`config.mk`:
```
export PLATFORM = sky130hd
export DESIGN_NAME = hdmi_frame_capture_pack
export DESIGN_NICKNAME = d
export VERILOG_FILES = /design/src/rtl/hdmi_cap_pkg.sv /design/src/rtl/hdmi_timing_measure.sv /design/src/rtl/hdmi_frame_capture_pack.sv
export SDC_FILE = /design/constraint.sdc
export NUM_CORES = 1
export LEC_CHECK = 0
export ABC_AREA = 1
export CORE_UTILIZATION = 40
export DETAILED_ROUTE_END_ITERATION = 6
export PLACE_DENSITY_LB_ADDON = 0.05
export SLEW_MARGIN = 20
export SYNTH_ARGS = -nofsm -noshare
export SYNTH_HDL_FRONTEND = slang
export SYNTH_HIERARCHICAL = 1
export SYNTH_SLANG_ARGS = --single-unit
```
`constraint.sdc`:
```
create_clock -name hdmi_in_clk -period 4.9 [get_ports hdmi_in_clk]
set_input_delay 0.98 -clock hdmi_in_clk [delete_from_list [all_inputs] [get_ports hdmi_in_clk]]
set_output_delay 0.98 -clock hdmi_in_clk [all_outputs]
set_load 0.1 [all_outputs]
```
`src/rtl/hdmi_cap_pkg.sv`:
```
// Shared types for the HDMI capture write path: FSM states, pixel format codes,
// the fixed alpha byte used in RGB888 words and the RGB565 conversion.
package hdmi_cap_pkg;

    typedef enum logic [1:0] {
        ST_IDLE     = 2'd0,
        ST_WAIT_SOF = 2'd1,
        ST_ACTIVE   = 2'd2,
        ST_DROP     = 2'd3
    } cap_state_e;

    typedef enum logic {
        FMT_888 = 1'b0,
        FMT_565 = 1'b1
    } pix_fmt_e;

    localparam logic [7:0] ALPHA = 8'hFF;

    function automatic logic [15:0] rgb_to_565(input logic [23:0] rgb);
        return {rgb[23:19], rgb[15:10], rgb[7:3]};
    endfunction

endpackage

```
`src/rtl/hdmi_timing_measure.sv`:
```
// Registers sync/DE, finds SOF/EOF edges, measures w/h per frame and qualifies stability.
// Edges are one cycle behind the pins; no backpressure, the video timing is free-running.
module hdmi_timing_measure #(
    parameter int CNT_W          = 12,
    parameter int STABLE_FRAMES  = 2,
    parameter int VS_ACTIVE_HIGH = 1
) (
    input  logic             hdmi_in_clk,
    input  logic             hdmi_in_rstn,
    input  logic             vsync_i,
    input  logic             de_i,
    output logic             de_d1_o,
    output logic             de_fall_o,
    output logic             sof_o,
    output logic             eof_o,
    output logic             frame_ready_o,
    output logic [CNT_W-1:0] width_o,
    output logic [CNT_W-1:0] height_o
);

    localparam logic [7:0] STABLE_THR = 8'(STABLE_FRAMES - 1);

    logic             vs_d1_q, vs_d2_q, de_d1_q, de_d2_q;
    logic             vs_act1, vs_act2;
    logic [CNT_W-1:0] pix_cnt_q, line_w_q, line_cnt_q, width_q, height_q;
    logic [7:0]       stable_q;

    assign vs_act1   = (VS_ACTIVE_HIGH != 0) ? vs_d1_q : ~vs_d1_q;
    assign vs_act2   = (VS_ACTIVE_HIGH != 0) ? vs_d2_q : ~vs_d2_q;
    assign sof_o     = vs_act2 & ~vs_act1;
    assign eof_o     = ~vs_act2 & vs_act1;
    assign de_fall_o = de_d2_q & ~de_d1_q;
    assign de_d1_o   = de_d1_q;

    always_ff @(posedge hdmi_in_clk or negedge hdmi_in_rstn) begin
        if (!hdmi_in_rstn) begin
            vs_d1_q    <= 1'b0;
            vs_d2_q    <= 1'b0;
            de_d1_q    <= 1'b0;
            de_d2_q    <= 1'b0;
            pix_cnt_q  <= '0;
            line_w_q   <= '0;
            line_cnt_q <= '0;
            width_q    <= '0;
            height_q   <= '0;
            stable_q   <= '0;
        end else begin
            vs_d1_q <= vsync_i;
            vs_d2_q <= vs_d1_q;
            de_d1_q <= de_i;
            de_d2_q <= de_d1_q;
            if (de_d1_q) begin
                pix_cnt_q <= pix_cnt_q + 1'b1;
            end else if (de_fall_o) begin
                pix_cnt_q <= '0;
                line_w_q  <= pix_cnt_q;
            end
            if (eof_o) begin
                line_cnt_q <= '0;
                // An empty measurement (no lines seen) keeps the last good timing.
                if (line_w_q != '0 && line_cnt_q != '0) begin
                    width_q  <= line_w_q;
                    height_q <= line_cnt_q;
                    if (line_w_q == width_q && line_cnt_q == height_q) begin
                        if (stable_q != 8'hFF) stable_q <= stable_q + 8'd1;
                    end else begin
                        stable_q <= '0;
                    end
                end
            end else if (de_fall_o) begin
                line_cnt_q <= line_cnt_q + 1'b1;
            end
        end
    end

    assign frame_ready_o = (stable_q >= STABLE_THR) && (width_q != '0) && (height_q != '0);
    assign width_o       = width_q;
    assign height_o      = height_q;

endmodule

```
`src/rtl/hdmi_frame_capture_pack.sv`:
```
// Crop/decimate/pack HDMI pixels into a 32-bit valid/ready word stream; pixel to word in 2 cycles.
// A word that cannot be loaded under backpressure abandons the rest of the frame until the next SOF.
module hdmi_frame_capture_pack
    import hdmi_cap_pkg::*;
#(
    parameter int CNT_W          = 12,
    parameter int STABLE_FRAMES  = 2,
    parameter int VS_ACTIVE_HIGH = 1,
    parameter int DROP_CNT_W     = 8
) (
    input  logic                  hdmi_in_clk,
    input  logic                  hdmi_in_rstn,
    input  logic                  hdmi_in_vsync,
    input  logic                  hdmi_in_de,
    input  logic [23:0]           hdmi_in_rgb,
    input  logic                  capture_on,
    input  logic                  fmt_565,
    input  logic [1:0]            dec_x_log2,
    input  logic [1:0]            dec_y_log2,
    input  logic [CNT_W-1:0]      win_x,
    input  logic [CNT_W-1:0]      win_y,
    input  logic [CNT_W-1:0]      win_w,
    input  logic [CNT_W-1:0]      win_h,
    output logic                  out_valid,
    input  logic                  out_ready,
    output logic [31:0]           out_data,
    output logic                  out_sof,
    output logic                  out_eol,
    output logic                  frame_ready,
    output logic [31:0]           frame_height_width,
    output logic [15:0]           frames_done,
    output logic [DROP_CNT_W-1:0] drop_cnt,
    output logic                  overflow
);

    cap_state_e state_q, state_d;
    pix_fmt_e   fmt_q;

    logic                  de_d1, de_fall, sof, eof, frame_ready_w;
    logic [CNT_W-1:0]      meas_w, meas_h;
    logic [23:0]           rgb_d1_q;
    logic [CNT_W-1:0]      x_q, y_q, winx_q, winy_q, winw_q, winh_q;
    logic [1:0]            decx_q, decy_q;
    logic                  half_q, first_q, cap_prev_q;
    logic [15:0]           lo_q, c565;
    logic                  out_valid_q, out_sof_q, out_eol_q, overflow_q;
    logic [31:0]           out_data_q, word;
    logic [15:0]           frames_q;
    logic [DROP_CNT_W-1:0] drop_q;

    logic [CNT_W-1:0] dx, dy;
    logic [CNT_W:0]   step, win_end, x_end;
    logic             x_in, y_in, x_dec_ok, y_dec_ok, keep, last, is565;
    logic             produce, load_ok, drop_evt, done_evt, start;

    hdmi_timing_measure #(
        .CNT_W          (CNT_W),
        .STABLE_FRAMES  (STABLE_FRAMES),
        .VS_ACTIVE_HIGH (VS_ACTIVE_HIGH)
    ) u_meas (
        .hdmi_in_clk   (hdmi_in_clk),
        .hdmi_in_rstn  (hdmi_in_rstn),
        .vsync_i       (hdmi_in_vsync),
        .de_i          (hdmi_in_de),
        .de_d1_o       (de_d1),
        .de_fall_o     (de_fall),
        .sof_o         (sof),
        .eof_o         (eof),
        .frame_ready_o (frame_ready_w),
        .width_o       (meas_w),
        .height_o      (meas_h)
    );

    assign dx       = x_q - winx_q;
    assign dy       = y_q - winy_q;
    assign x_in     = (x_q >= winx_q) && (winw_q == '0 || dx < winw_q);
    assign y_in     = (y_q >= winy_q) && (winh_q == '0 || dy < winh_q);
    assign x_dec_ok = (decx_q == 2'd0) ? 1'b1 : (decx_q == 2'd1) ? ~dx[0] : (dx[1:0] == 2'b00);
    assign y_dec_ok = (decy_q == 2'd0) ? 1'b1 : (decy_q == 2'd1) ? ~dy[0] : (dy[1:0] == 2'b00);
    assign keep     = de_d1 && x_in && y_in && x_dec_ok && y_dec_ok;
    assign is565    = (fmt_q == FMT_565);

    // Last kept pixel of a line: the next decimation step falls past the window or the
    // measured line end, or DE is already dropping on the pins.
    assign step    = (CNT_W+1)'(1) << decx_q;
    assign win_end = {1'b0, winx_q} + {1'b0, winw_q};
    assign x_end   = (winw_q == '0 || win_end > {1'b0, meas_w}) ? {1'b0, meas_w} : win_end;
    assign last    = ~hdmi_in_de | (({1'b0, x_q} + step) >= x_end);

    assign c565    = rgb_to_565(rgb_d1_q);
    assign word    = !is565 ? {ALPHA, rgb_d1_q} : (half_q ? {c565, lo_q} : {16'h0000, c565});
    assign produce = (state_q == ST_ACTIVE) && keep && (!is565 || half_q || last);
    assign load_ok = !out_valid_q || out_ready;
    assign start   = (state_q == ST_WAIT_SOF) && (state_d == ST_ACTIVE);

    always_comb begin
        state_d  = state_q;
        drop_evt = 1'b0;
        done_evt = 1'b0;
        case (state_q)
            ST_IDLE:     if (capture_on) state_d = ST_WAIT_SOF;
            ST_WAIT_SOF: if (sof && frame_ready_w) state_d = ST_ACTIVE;
            ST_ACTIVE: begin
                if (produce && !load_ok) begin
                    drop_evt = 1'b1;
                    state_d  = eof ? ST_WAIT_SOF : ST_DROP;
                end else if (eof) begin
                    done_evt = 1'b1;
                    state_d  = ST_WAIT_SOF;
                end else if (!frame_ready_w) begin
                    state_d = ST_DROP;
                end
            end
            ST_DROP:     if (eof) state_d = ST_WAIT_SOF;
            default:     state_d = ST_IDLE;
        endcase
        if (!capture_on) begin
            state_d  = ST_IDLE;
            drop_evt = 1'b0;
            done_evt = 1'b0;
        end
    end

    always_ff @(posedge hdmi_in_clk or negedge hdmi_in_rstn) begin
        if (!hdmi_in_rstn) begin
            state_q     <= ST_IDLE;
            fmt_q       <= FMT_888;
            rgb_d1_q    <= '0;
            x_q         <= '0;
            y_q         <= '0;
            winx_q      <= '0;
            winy_q      <= '0;
            winw_q      <= '0;
            winh_q      <= '0;
            decx_q      <= '0;
            decy_q      <= '0;
            half_q      <= 1'b0;
            first_q     <= 1'b0;
            lo_q        <= '0;
            cap_prev_q  <= 1'b0;
            out_valid_q <= 1'b0;
            out_data_q  <= '0;
            out_sof_q   <= 1'b0;
            out_eol_q   <= 1'b0;
            overflow_q  <= 1'b0;
            frames_q    <= '0;
            drop_q      <= '0;
        end else begin
            state_q    <= state_d;
            rgb_d1_q   <= hdmi_in_rgb;
            cap_prev_q <= capture_on;
            x_q        <= de_d1 ? x_q + 1'b1 : '0;
            if (sof)          y_q <= '0;
            else if (de_fall) y_q <= y_q + 1'b1;

            if (start) begin
                fmt_q   <= fmt_565 ? FMT_565 : FMT_888;
                decx_q  <= (dec_x_log2 == 2'd3) ? 2'd2 : dec_x_log2;
                decy_q  <= (dec_y_log2 == 2'd3) ? 2'd2 : dec_y_log2;
                winx_q  <= win_x;
                winy_q  <= win_y;
                winw_q  <= win_w;
                winh_q  <= win_h;
                first_q <= 1'b1;
                half_q  <= 1'b0;
            end else if (!de_d1 || produce) begin
                half_q <= 1'b0;
            end else if (state_q == ST_ACTIVE && keep && is565) begin
                half_q <= 1'b1;
                lo_q   <= c565;
            end

            if (!capture_on) begin
                out_valid_q <= 1'b0;
            end else if (produce && load_ok) begin
                out_valid_q <= 1'b1;
                out_data_q  <= word;
                out_sof_q   <= first_q;
                out_eol_q   <= last;
                first_q     <= 1'b0;
            end else if (out_ready) begin
                out_valid_q <= 1'b0;
            end

            if (done_evt) frames_q <= frames_q + 16'd1;
            if (drop_evt && drop_q != '1) drop_q <= drop_q + 1'b1;
            if (capture_on && !cap_prev_q) overflow_q <= 1'b0;
            else if (drop_evt)             overflow_q <= 1'b1;
        end
    end

    assign out_valid          = out_valid_q;
    assign out_data           = out_data_q;
    assign out_sof            = out_sof_q;
    assign out_eol            = out_eol_q;
    assign frame_ready        = frame_ready_w;
    assign frame_height_width = {4'b0, 12'(meas_h), 4'b0, 12'(meas_w)};
    assign frames_done        = frames_q;
    assign drop_cnt           = drop_q;
    assign overflow           = overflow_q;

endmodule

```
==> results of run 1 <==
Yosys cell counts, types with 6 or more instances:
cell type,number
xor2_1,45
xnor2_1,37
buf_4,14
inv_1,259
o21ai_0,131
inv_2,8
nor3_1,25
a31oi_1,7
nand2_1,495
ha_1,97
buf_2,19
nor2_2,10
nor4_1,12
nand4_1,53
nor2_1,104
dfrtp_1,254
nand3b_1,6
nand2_2,6
nand3_1,76
a221oi_1,12
clkbuf_1,19
o21ai_2,9
o21ai_1,35
a21oi_1,95
where the power goes:
| group | switching (mW) | total (mW) | internal (mW) | leakage, nW |
|---|---|---|---|---|
| combinational | 1.11 | 1.70 | 0.587 | 5.26 |
| clock | 0.955 | 2.59 | 1.63 | 0.562 |
| sequential | 0.121 | 2.33 | 2.21 | 3.25 |
through the flow:
step                      hold WS, ns  utilization (%)  worst slack [ns]  TNS, ns
after global routing            0.458             51.7            -0.131    -4.93
after floorplan                 0.375                -             0.437        0
final                           0.435             51.7             0.186        0
after detailed placement        0.398             46.6            -0.188    -7.87
after global placement          0.385             46.6           -0.0692    -1.83
after CTS                       0.438             49.9            0.0155        0
registers in the layout (all words and copies together), names as in the netlist, 16 cells and up:
signal / count
lo_q: 16
rgb_d1_q: 24
out_data: 32
frames_done: 16
logic make-up (layout without fill, tap and decap cells):
logic type / Yosys count / in the layout
and+or+nand+nor: 806 / 809
xor gates and xnor gates: 82 / 82
other: 2 / 9
DFF: 254 / 254
buffers and inverters: 325 / 525
adders and majority gates: 101 / 101
AOI/OAI and AO/OA: 311 / 311
metal layers:
metal  part of all wire [%]  wire (um)  vias up
li1                       -          -     6474
met5                      0          0        -
met2                     46      18900      250
met1                     48      19600     6089
met4                    2.2        913        0
met3                    3.8       1570       54
repair_timing:
action,in CTS,in global routing
cloned,1,8
endpoints found under the setup margin,77,79
hold endpoints to repair,0,0
pin swaps,3,15
setup buffers,1,7
resized for setup,3,109
worst max-delay path by stage:
stage | slack (ns) | endpoint | from | cells past startpoint
global route | -0.13 | frames_done[15] | winw_q[0] | 31
finish | 0.19 | frames_done[12] | winw_q[0] | 32
floorplan | 0.44 | lo_q[10] | winw_q[0] | 33
CTS | 0.02 | out_data[14] | winw_q[0] | 32
global placement | -0.07 | lo_q[14] | winx_q[0] | 32
detailed placement | -0.19 | lo_q[1] | winw_q[0] | 32
final cells by class:
class	count	area, um2	area share [%]
multi-input combinational	1312	7760	40.9
sequential	254	6360	33.5
timing repair buffer	201	2100	11.1
inverter	268	1010	5.34
clock buffer	37	837	4.41
tap	468	586	3.09
clock inverter	19	318	1.67
==> results.json, run 1 <==
{
  "status": "finished, final reports clean",
  "dpl_cell_area_um2": 17100,
  "hpwlAfterDp_mm": 29.4,
  "ctsHoldBuffers": 0,
  "slowest_delay_ns": 0.41,
  "cts_root_buf": "clkbuf_16",
  "netlist_instances": 1881,
  "min_from": "u_meas/vs_act1",
  "die_area_um2": 38100,
  "hold_depth": 0,
  "whs_endpoint": "u_meas/vs_act2",
  "fp.dieW_um": 195,
  "maxCapViolations": 0,
  "critPathRequiredTime_ns": 5.40,
  "fin_crit_sh_pct": 96.2,
  "cp_top_family": "simple AND/OR/NAND/NOR gates",
  "met3_usage_pct": 2.87,
  "insertedDiodeCount": 0,
  "grt_pass1_vias": 12361,
  "use_met1_pct": 30.0,
  "critPathSlowestCell": "fa_2",
  "core-area_um2": 36700,
  "timing.fmax_ghz": 0.212,
  "synth_flop_cell": "dfrtp_1",
  "finalCriticalPeriod_ns": 4.71,
  "mostFrequentLayoutCell": "nand2_1",
  "ioPinCount": 176,
  "vias": 12867,
  "final-hold-violation-count": 0,
  "synth_edf_count": 0,
  "drive_gt1_share_pct": 10.9,
  "antenna_found_initial": 0,
  "final_cells": 2559,
  "p_leak_nw": 9.07,
  "start_util_pct": 40.7,
  "final_nets": 2251,
  "cts_buffer_depth": 3,
  "final_area_um2": 19000,
  "synth_compound_area_share_pct": 11.4,
  "report.final.slew_viol_count": 0,
  "place_congestion": 0.852,
  "yosys_register_bits": 254,
  "wl_mm": 41.0,
  "grt_pass1_wl_mm": 65.1,
  "syn_area_per_cell_um2": 7.94,
  "rows": 70,
  "finClkSkew_ns": 0.0208,
  "seq_area_frac_synth_pct": 42.6,
  "r2r-start": "winw_q[0]",
  "insertion_delay_ns": 0.58,
  "busiest_layer": "met2",
  "cts_sinks": 254,
  "fillCellCount": 3570,
  "grt.overflow.total": 0,
  "muxShareOfSynthArea_pct": 0,
  "synth_top_family_by_area": "simple AND/OR/NAND/NOR gates",
  "maxSlewHeadroom_pct": 30.0,
  "grt_use_met2_pct": 34.1,
  "clk_pin_slew_worst_paths_ns": 0.06,
  "start_kind": "flip-flop",
  "rsz0062_at_grt": "true",
  "critPathBufInv": 7,
  "htreeDepth": 1,
  "ir_drop_v": 0.000276,
  "die_h_um": 195,
  "grt_use_total_pct": 21.1,
  "synth.distinct_cells": 54,
  "power.total_mw": 6.62,
  "viasPerCell": 5.03,
  "grt_max_degree": 122,
  "setup_viol": 0,
  "crit_fanout": 8,
  "yosys.area.top_type_share_pct": 42.6,
  "worstSetupEndpointType": "flip-flop",
  "p_per_area_nw_per_um2": 349,
  "wire_per_inst_um": 16.0,
  "path_common_cell": "nand2_1",
  "first_pass_iters": 5,
  "portBuffers": 167,
  "final_cell_mix": "nand2_1, inv_1, dfrtp_1",
  "synth_fa_ha_area_share_pct": 8.67,
  "area_growth_pct": 27.1,
  "cts_tree": "built",
  "ys_warn_count": 6,
  "drtIter0Drc": 710,
  "arrival_ns": 5.21,
  "drc": 0,
  "yosys.area_share.simple_pct": 23.6,
  "postRouteAntennaNets": 0,
  "worst_pin_slew_ns": 1.05,
  "worstReg2RegEnd": "frames_done[12]",
  "worstRegToRegCells": 32,
  "syn_area_um2": 14900,
  "worstSetupPathType": "flip-flop to flip-flop",
  "synthTopCellsByArea": "dfrtp_1, nand2_1, ha_1",
  "cts_made_buffers": 30,
  "hp-class": "flip-flop to flip-flop",
  "regToRegSetupSlack_ns": 0.19,
  "synthArstFlopShare_pct": 100,
  "synth_top_cell_by_area": "dfrtp_1",
  "place_inst": 2486,
  "synth-xor-area-share_pct": 4.81
}
(Power assumes the default switching activity.)
==> inputs of run 2 (changes only) <==
Settings changed: CORE_MARGIN set to 4.
==> run 2 against run 1 <==
Effect of this change:
- die area rose by 6.2%
- global-route usage shrank 1.5 points
- setup slack gained 0.028 ns
- final cell count shrank 0.12%
- worst hold slack got worse by 0.019 ns
- sequential share of layout area increased by 0.50 points
- sequential cell count did not move
- clock power shrank 11%
- first-iteration DRC count is 4.5% lower
- critical endpoint is now out_data[30]
==> results.json, run 2 (synthesis gave the netlist of run 1 again) <==
{
  "finalCriticalPeriod_ns": 4.69,
  "final_nets": 2252,
  "rsz0062_at_grt": "true",
  "place_congestion": 0.836,
  "antenna_found_initial": 0,
  "p_leak_nw": 8.94,
  "fin_crit_sh_pct": 95.6,
  "critPathSlowestCell": "fa_2",
  "worst_pin_slew_ns": 1.06,
  "worstReg2RegEnd": "out_data[30]",
  "ioPinCount": 176,
  "finalWorstSetupSlack_ns": 0.213,
  "die_h_um": 201,
  "crit_fanout": 8,
  "grt_pass1_vias": 12375,
  "critPathRequiredTime_ns": 5.35,
  "crit_start": "winw_q[0]",
  "viasPerCell": 5.04,
  "largest_reg_flops": 32,
  "first_pass_iters": 5,
  "start_util_pct": 40.7,
  "fin_setup_tns_ns": 0,
  "drtIter0Drc": 678,
  "start_kind": "flip-flop",
  "insertedDiodeCount": 0,
  "arrival_ns": 5.13,
  "layout.area.seq_um2": 6360,
  "maxCapViolations": 0,
  "fp.dieW_um": 201,
  "cts_buffer_depth": 3,
  "core-area_um2": 36700,
  "multi_input_area_um2": 7630,
  "cts_tree": "built",
  "cts_made_buffers": 30,
  "grt_pass1_wl_mm": 66.2,
  "power.total_mw": 6.33,
  "grt.overflow.total": 0,
  "maxSlewHeadroom_pct": 29.3,
  "hpwlAfterDp_mm": 30.3,
  "cts_root_buf": "clkbuf_16",
  "worstSetupEndpointType": "flip-flop",
  "rows": 70,
  "internal_power_mw": 4.21,
  "grt_max_degree": 101,
  "cts_sinks": 254,
  "r2r-start": "winw_q[0]",
  "final_cell_mix": "nand2_1, inv_1, dfrtp_1",
  "fillCellCount": 3504,
  "path_common_cell": "nand2_1",
  "sw_frac_of_total_pct": 33.5,
  "p_per_area_nw_per_um2": 338,
  "report.final.slew_viol_count": 0,
  "regToRegSetupSlack_ns": 0.21,
  "worstSetupPathType": "flip-flop to flip-flop",
  "p_comb_share_pct": 26.7,
  "area_growth_pct": 25.2,
  "setup_viol": 0,
  "wl_mm": 41.5,
  "grt_use_total_pct": 19.6,
  "timing.fmax_ghz": 0.213,
  "insertion_delay_ns": 0.58,
  "hp-class": "input pin to asynchronous set/reset pin",
  "ctsHoldBuffers": 0,
  "fin_util_pct": 50.9,
  "portBuffers": 167,
  "ir_drop_v": 0.000279,
  "drc": 0,
  "die_area_um2": 40500,
  "pwr-share-seq_pct": 36.7,
  "status": "finished, final reports clean",
  "slowest_delay_ns": 0.42,
  "power_switching_mw": 2.12,
  "finClkSkew_ns": 0.0262,
  "place_ws_ns": -0.201,
  "final-hold-violation-count": 0,
  "postRouteAntennaNets": 0,
  "mostFrequentLayoutCell": "nand2_1",
  "vias": 12877,
  "htreeDepth": 1,
  "clkPwrFrac_pct": 36.5,
  "worstRegToRegCells": 33,
  "clk_pin_slew_worst_paths_ns": 0.06,
  "wire_per_inst_um": 16.3,
  "drive_gt1_share_pct": 9.05
}
-- run 2: power by group through the flow --
stage          clock [mW]  combinational [mW]  sequential [mW]
3_3_place_gp            0                1.55             2.36
5_1_grt              2.48                1.87             2.34
2_1_floorplan           0               0.820             2.61
4_1_cts              2.39                1.58             2.33
6_report             2.31                1.69             2.32
3_5_place_dp            0                1.57             2.36
-- run 2: cell type report --
class | instances | area share [%]
clock buffer | 46 | 4.82
clock inverter | 6 | 0.696
inverter | 268 | 5.41
multi-input combinational | 1313 | 40.8
sequential | 254 | 34.0
tap | 468 | 3.13
timing repair buffer | 201 | 11.1
-- run 2: timing repair --
action	CTS	global route
endpoints found under the setup margin	77	79
endpoints found under the hold margin	0	0
resized for setup	5	69
gates cloned	1	6
pin swaps	3	21
buffers inserted	2	11
-- run 2: worst max-delay path by stage --
stage | slack [ns] | end
after floorplan | 0.44 | lo_q[10]
after global placement | -0.1 | drop_cnt[5]
after detailed placement | -0.20 | lo_q[7]
after CTS | 0.006 | out_data[29]
after global routing | -0.13 | out_data[12]
final | 0.21 | out_data[30]
-- run 2: per-stage QoR --
stage	instance area (um2)	cells	hold WS, ns
floorplan	15000	1888	0.375
global placement	17100	2484	0.387
detailed placement	17100	2484	0.397
CTS	18200	2539	0.420
global route	18700	2556	0.454
finish	18700	2556	0.416
-- run 2: worst max-delay path, delay by kind of cell, from the launching register on --
kind / cells / cell delay [ns]
compound gates: 5 / 0.66
xor+xnor: 1 / 0.19
fa+ha+maj: 4 / 1.18
buf+inv: 6 / 0.72
flops: 1 / 0.35
simple gates: 17 / 1.46
-- run 2: metal layers --
metal	part of all wire, %	vias up	global-route usage, %
li1	-	6470	-
met1	47	6135	27.9
met2	47	217	32.1
met3	3.4	55	2.48
met4	2.4	0	4.66
met5	0	-	0
==> inputs of run 3 (changes only) <==
Settings changed: SKIP_LAST_GASP set to 1.
==> results of run 3 <==
The final DEF is identical to that of run 2; final timing and power are the same.
==> RTL change 1: new RTL, settings of run 1 <==
Re-encode `cap_state_e` (4 states) as Gray code, 2 bits wide.
--- a/src/rtl/hdmi_cap_pkg.sv
+++ b/src/rtl/hdmi_cap_pkg.sv
@@ -3,10 +3,10 @@
 package hdmi_cap_pkg;
 
     typedef enum logic [1:0] {
-        ST_IDLE     = 2'd0,
-        ST_WAIT_SOF = 2'd1,
-        ST_ACTIVE   = 2'd2,
-        ST_DROP     = 2'd3
+        ST_IDLE     = 2'b00,
+        ST_WAIT_SOF = 2'b01,
+        ST_ACTIVE   = 2'b11,
+        ST_DROP     = 2'b10
     } cap_state_e;
 
     typedef enum logic {
Function: same outputs for any inputs over 4 cycles, from zero or initial values and one cycle with hdmi_in_rstn low; so few cycles prove little.
==> RTL change 1 against run 1 <==
The run now ends with negative setup slack left. Wire length fell by 3.6%. Largest cell class unchanged. Global-route usage decreased by 0.57 points. Area after synthesis fell by 0.70%. Critical endpoint is now out_data[17]. Critical path type unchanged. Maximum frequency is 5.2% lower. Setup slack lost 260 ps. Final area fell by 2.1%. Sequential cell count stayed put. Synthesized cell count fell by 0.11%. Total power increased by 11%. Count of clock-buffer cells in the layout grew 2.
==> RTL change 1: results (changes against run 1) <==
\begin{tabular}{lr}
\hline
Metric & Value \\
\hline
\multicolumn{2}{l}{\textbf{Global routing}} \\
\quad Grt met2 use & 0.3321 (was 0.3409) \\
\quad Vias in the first global route & 12,060 (was 12,360) \\
\quad Pin count of the biggest net entering global routing & 107 (was 122) \\
\multicolumn{2}{l}{\textbf{Setup path}} \\
\quad Critical Path Fanout Max & 24 (was 8) \\
\quad Worst path arrival time & 5430 ps (was 5210 ps) \\
\multicolumn{2}{l}{\textbf{Synth}} \\
\quad Fraction of the mapped netlist area in compound gates & 0.1247 (was 0.1141) \\
\quad Area share of xor/xnor cells in the synthesized design & 0.04668 (was 0.04811) \\
\quad Top cell types by occurrence after synthesis & 450 x sky130\_fd\_sc\_hd\_\_nand2\_1, 305 x sky130\_fd\_sc\_hd\_\_inv\_1, 254 x sky130\_fd\_sc\_hd\_\_dfrtp\_1 (was 495 x sky130\_fd\_sc\_hd\_\_nand2\_1, 259 x sky130\_fd\_sc\_hd\_\_inv\_1, 254 x sky130\_fd\_sc\_hd\_\_dfrtp\_1) \\
\multicolumn{2}{l}{\textbf{Outcome}} \\
\quad Run status & complete, but fails checks (was finished clean) \\
\quad Violations in the final reports & negative setup slack \\
\multicolumn{2}{l}{\textbf{Detailed routing}} \\
\quad Detailed Route Iter0 Violations & 705 (was 710) \\
\quad Via Count & 12,600 (was 12,870) \\
\quad Met3 routed WL & 1.509 mm (was 1.571 mm) \\
\quad Met2 Routed Length & 17.94 mm (was 18.88 mm) \\
\multicolumn{2}{l}{\textbf{Timing}} \\
\quad Least setup slack across all paths after layout & -70.55 ps (was 185.8 ps) \\
\quad Setup-failing EPs final & 36 (was 0) \\
\quad Final Skew & 20.75 ps (was 20.80 ps) \\
\multicolumn{2}{l}{\textbf{CTS}} \\
\quad Post-CTS setup-driven buffer insertion count & 2 (was 1) \\
\quad Number of CTS-inserted buffers & 29 (was 30) \\
\multicolumn{2}{l}{\textbf{Placement}} \\
\quad Worst Setup Slack post-DPL & -15.52 ps (was -188.4 ps) \\
\quad Number of cells in the design after placement & 2,496 (was 2,486) \\
\quad Weighted congestion reported at the end of routability-driven placement & 0.8803 (was 0.8522) \\
\multicolumn{2}{l}{\textbf{Final layout}} \\
\quad Final layout net count & 2,256 (was 2,251) \\
\quad Final Cell Area & 18,580 sq um (was 18,980 sq um) \\
\multicolumn{2}{l}{\textbf{Power and ir drop}} \\
\quad Switching Power & 2.685 mW (was 2.190 mW) \\
\hline
\end{tabular}
==> RTL change 1: changes by cell type in the layout (fill, tap and decap cells not counted), moves of 12 or more <==
cell | before | now
sky130_fd_sc_hd__o21ai_0 | 128 | 143
sky130_fd_sc_hd__nand2_1 | 453 | 431
sky130_fd_sc_hd__nand3_1 | 70 | 53
sky130_fd_sc_hd__inv_1 | 255 | 301
sky130_fd_sc_hd__nand2_2 | 42 | 20
sky130_fd_sc_hd__nand4_1 | 53 | 41
sky130_fd_sc_hd__o21ai_1 | 32 | 49
==> RTL change 1: kinds of logic (layout without fill, tap and decap cells) <==
logic type | count (synthesis) | after routing
AO/OA/AOI/OAI | 343 | 343
XOR/XNOR | 79 | 79
adder cells (fa/ha/maj) | 101 | 101
buffers and inverters | 365 | 570
flip-flops | 254 | 254
other | 2 | 9
AND/OR/NAND/NOR | 735 | 735
==> RTL change 1: worst max-delay path, delay by kind of cell, from the launching register on <==
family          cells  cell delay (ps)
fa+ha+maj           4             1210
simple gates       10             1140
compound gates      7             1130
buf+inv             7              870
flops               1              350
xor+xnor            1              140
==> RTL change 1: power by group through the flow <==
| stage | Sequential (mW) | Clock, mW | Combinational, mW |
|---|---|---|---|
| after floorplan | 2.69 | 0 | 1.48 |
| after global placement | 2.50 | 0 | 2.40 |
| after detailed placement | 2.50 | 0 | 2.42 |
| after CTS | 2.47 | 2.32 | 2.46 |
| after global routing | 2.49 | 2.40 | 2.93 |
| final | 2.47 | 2.26 | 2.60 |
==> RTL change 1: metrics by stage <==
step	total power, mW	hold WS, ps
after floorplan	4.173	374.8
after global placement	4.905	385.9
after detailed placement	4.923	382.8
after CTS	7.246	396.6
after global routing	7.823	402.7
final	7.322	398.3
==> RTL change 2: new RTL, config.mk and constraints of run 1 <==
Without the edit above. The parameter `DROP_CNT_W` goes from 8 to 9.
--- a/src/rtl/hdmi_frame_capture_pack.sv
+++ b/src/rtl/hdmi_frame_capture_pack.sv
@@ -6,7 +6,7 @@
     parameter int CNT_W          = 12,
     parameter int STABLE_FRAMES  = 2,
     parameter int VS_ACTIVE_HIGH = 1,
-    parameter int DROP_CNT_W     = 8
+    parameter int DROP_CNT_W     = 9
 ) (
     input  logic                  hdmi_in_clk,
     input  logic                  hdmi_in_rstn,
Interface: changed (resized drop_cnt); port bits go from 176 to 177. No check against the original RTL was run, so the function may have changed too.
==> RTL change 2 against run 1 <==
Sequential cell count is 1 higher. Count of clock-buffer cells in the layout increased by 12. Via count is 1.8% lower. Hold slack got worse by 32 ps. Area after synthesis fell by 0.88%. Die area down 0.87%. Total power down 9.1%. Wire length down 3.6%. Utilization decreased by 0.46 points. Final area shrank 1.4%. Setup slack got worse by 180 ps.
==> RTL change 2: results (changes against run 1) <==
\begin{tabular}{lr}
\hline
Metric & Value \\
\hline
\multicolumn{2}{l}{\textbf{Outcome}} \\
\quad Run status & finished clean (unchanged) \\
\multicolumn{2}{l}{\textbf{Synth}} \\
\quad Mean instance size in the synthesized netlist & 7.951 sq um (was 7.936 sq um) \\
\multicolumn{2}{l}{\textbf{Setup path}} \\
\quad Worst path arrival time & 5360 ps (was 5210 ps) \\
\quad Critical Path Fanout Max & 9 (was 8) \\
\multicolumn{2}{l}{\textbf{Placement}} \\
\quad Weighted congestion reported at the end of routability-driven placement & 0.8591 (was 0.8522) \\
\quad Worst Setup Slack post-DPL & -43.69 ps (was -188.4 ps) \\
\quad \# port buffers & 168 (was 167) \\
\quad Number of cells in the design after placement & 2,483 (was 2,486) \\
\quad Post-detailed-placement half-perimeter wirelength & 28.25 mm (was 29.40 mm) \\
\quad Placed cell areas & 17,090 sq um (was 17,110 sq um) \\
\multicolumn{2}{l}{\textbf{Global routing}} \\
\quad Grt met2 use & 0.3508 (was 0.3409) \\
\quad Global Route met1 Usage & 0.2869 (was 0.2996) \\
\quad Global-route wire length before repair & 64.03 mm (was 65.12 mm) \\
\multicolumn{2}{l}{\textbf{Detailed routing}} \\
\quad Drt wl/cell & 15.44 um (was 16.01 um) \\
\quad Detailed Route Iter0 Violations & 695 (was 710) \\
\quad Met2 Routed Length & 18.45 mm (was 18.88 mm) \\
\quad Met3 routed WL & 1.532 mm (was 1.571 mm) \\
\quad Via Count & 12,640 (was 12,870) \\
\multicolumn{2}{l}{\textbf{Power and ir drop}} \\
\quad LEAKAGE & 9.054 nW (was 9.074 nW) \\
\quad Clock-net power & 2.22 mW (was 2.59 mW) \\
\quad Switching share of power & 0.3233 (was 0.3309) \\
\quad Comb pwr share & 0.247 (was 0.257) \\
\multicolumn{2}{l}{\textbf{Timing}} \\
\quad Final Skew & 13.87 ps (was 20.80 ps) \\
\quad Rel. slew slack & 0.3081 (was 0.2996) \\
\multicolumn{2}{l}{\textbf{CTS}} \\
\quad Number of gates resized after cts & 7 (was 3) \\
\multicolumn{2}{l}{\textbf{Final layout}} \\
\quad Area occupied by registers & 6381 sq um (was 6356 sq um) \\
\quad Count of plain and timing-repair buffers & 222 (was 201) \\
\quad Share of layout cells above drive strength 1 & 0.1004 (was 0.1090) \\
\quad Number of clock buffers in the layout & 49 (was 37) \\
\quad Clock network contribution to total cell area & 0.05180 (was 0.06086) \\
\hline
\end{tabular}
RTL change 2: cell types whose count changed after synthesis, moves of 5 or more:
cell and delta:
sky130_fd_sc_hd__a221oi_1 -8, sky130_fd_sc_hd__clkbuf_1 -5, sky130_fd_sc_hd__inv_1 +28, sky130_fd_sc_hd__inv_2 +5, sky130_fd_sc_hd__nand2_1 -41, sky130_fd_sc_hd__nand3_1 -17
sky130_fd_sc_hd__nand4_1 -16, sky130_fd_sc_hd__o21ai_0 +10, sky130_fd_sc_hd__o21ai_1 +17, sky130_fd_sc_hd__o21ai_2 -5, sky130_fd_sc_hd__o22ai_1 +5
RTL change 2: cell families (layout without fill, tap and decap cells):
group           Yosys count  in the layout
simple gates            730            730
buf+inv                 355            578
compound gates          337            337
flops                   255            255
fa+ha+maj               102            102
xor+xnor                 80             80
other cells               2              9
RTL change 2: metrics by stage:
| stage | TNS, ps | hold slack [ps] |
|---|---|---|
| global route | -15710 | 416.1 |
| finish | 0 | 402.7 |
| detailed placement | -258.5 | 394.1 |
| global placement | 0 | 388.9 |
| floorplan | 0 | 374.8 |
| CTS | 0 | 402.8 |
RTL change 2: worst max-delay path: cells and delay by family (launching register included):
kind	cells	cell delay (ps)
and+or+nand+nor	15	1390
adders and majority gates	4	1120
buffers and inverters	8	850
AOI/OAI and AO/OA	7	850
DFF	1	350
xor gates and xnor gates	1	190
RTL change 2: final timing paths:
path                       depth (start not counted)      startpoint  slack (ps)             end
setup / recovery                                  35       winw_q[0]           7     out_data[9]
hold / removal                                     0  u_meas/vs_act1         400  u_meas/vs_act2
setup reg to reg                                  35       winw_q[0]           7     out_data[9]
hold reg to reg                                    0  u_meas/vs_act1         400  u_meas/vs_act2
max in group asynchronous                          2    hdmi_in_rstn        3460  frames_done[6]
min in group asynchronous                          1    hdmi_in_rstn         450      winw_q[11]
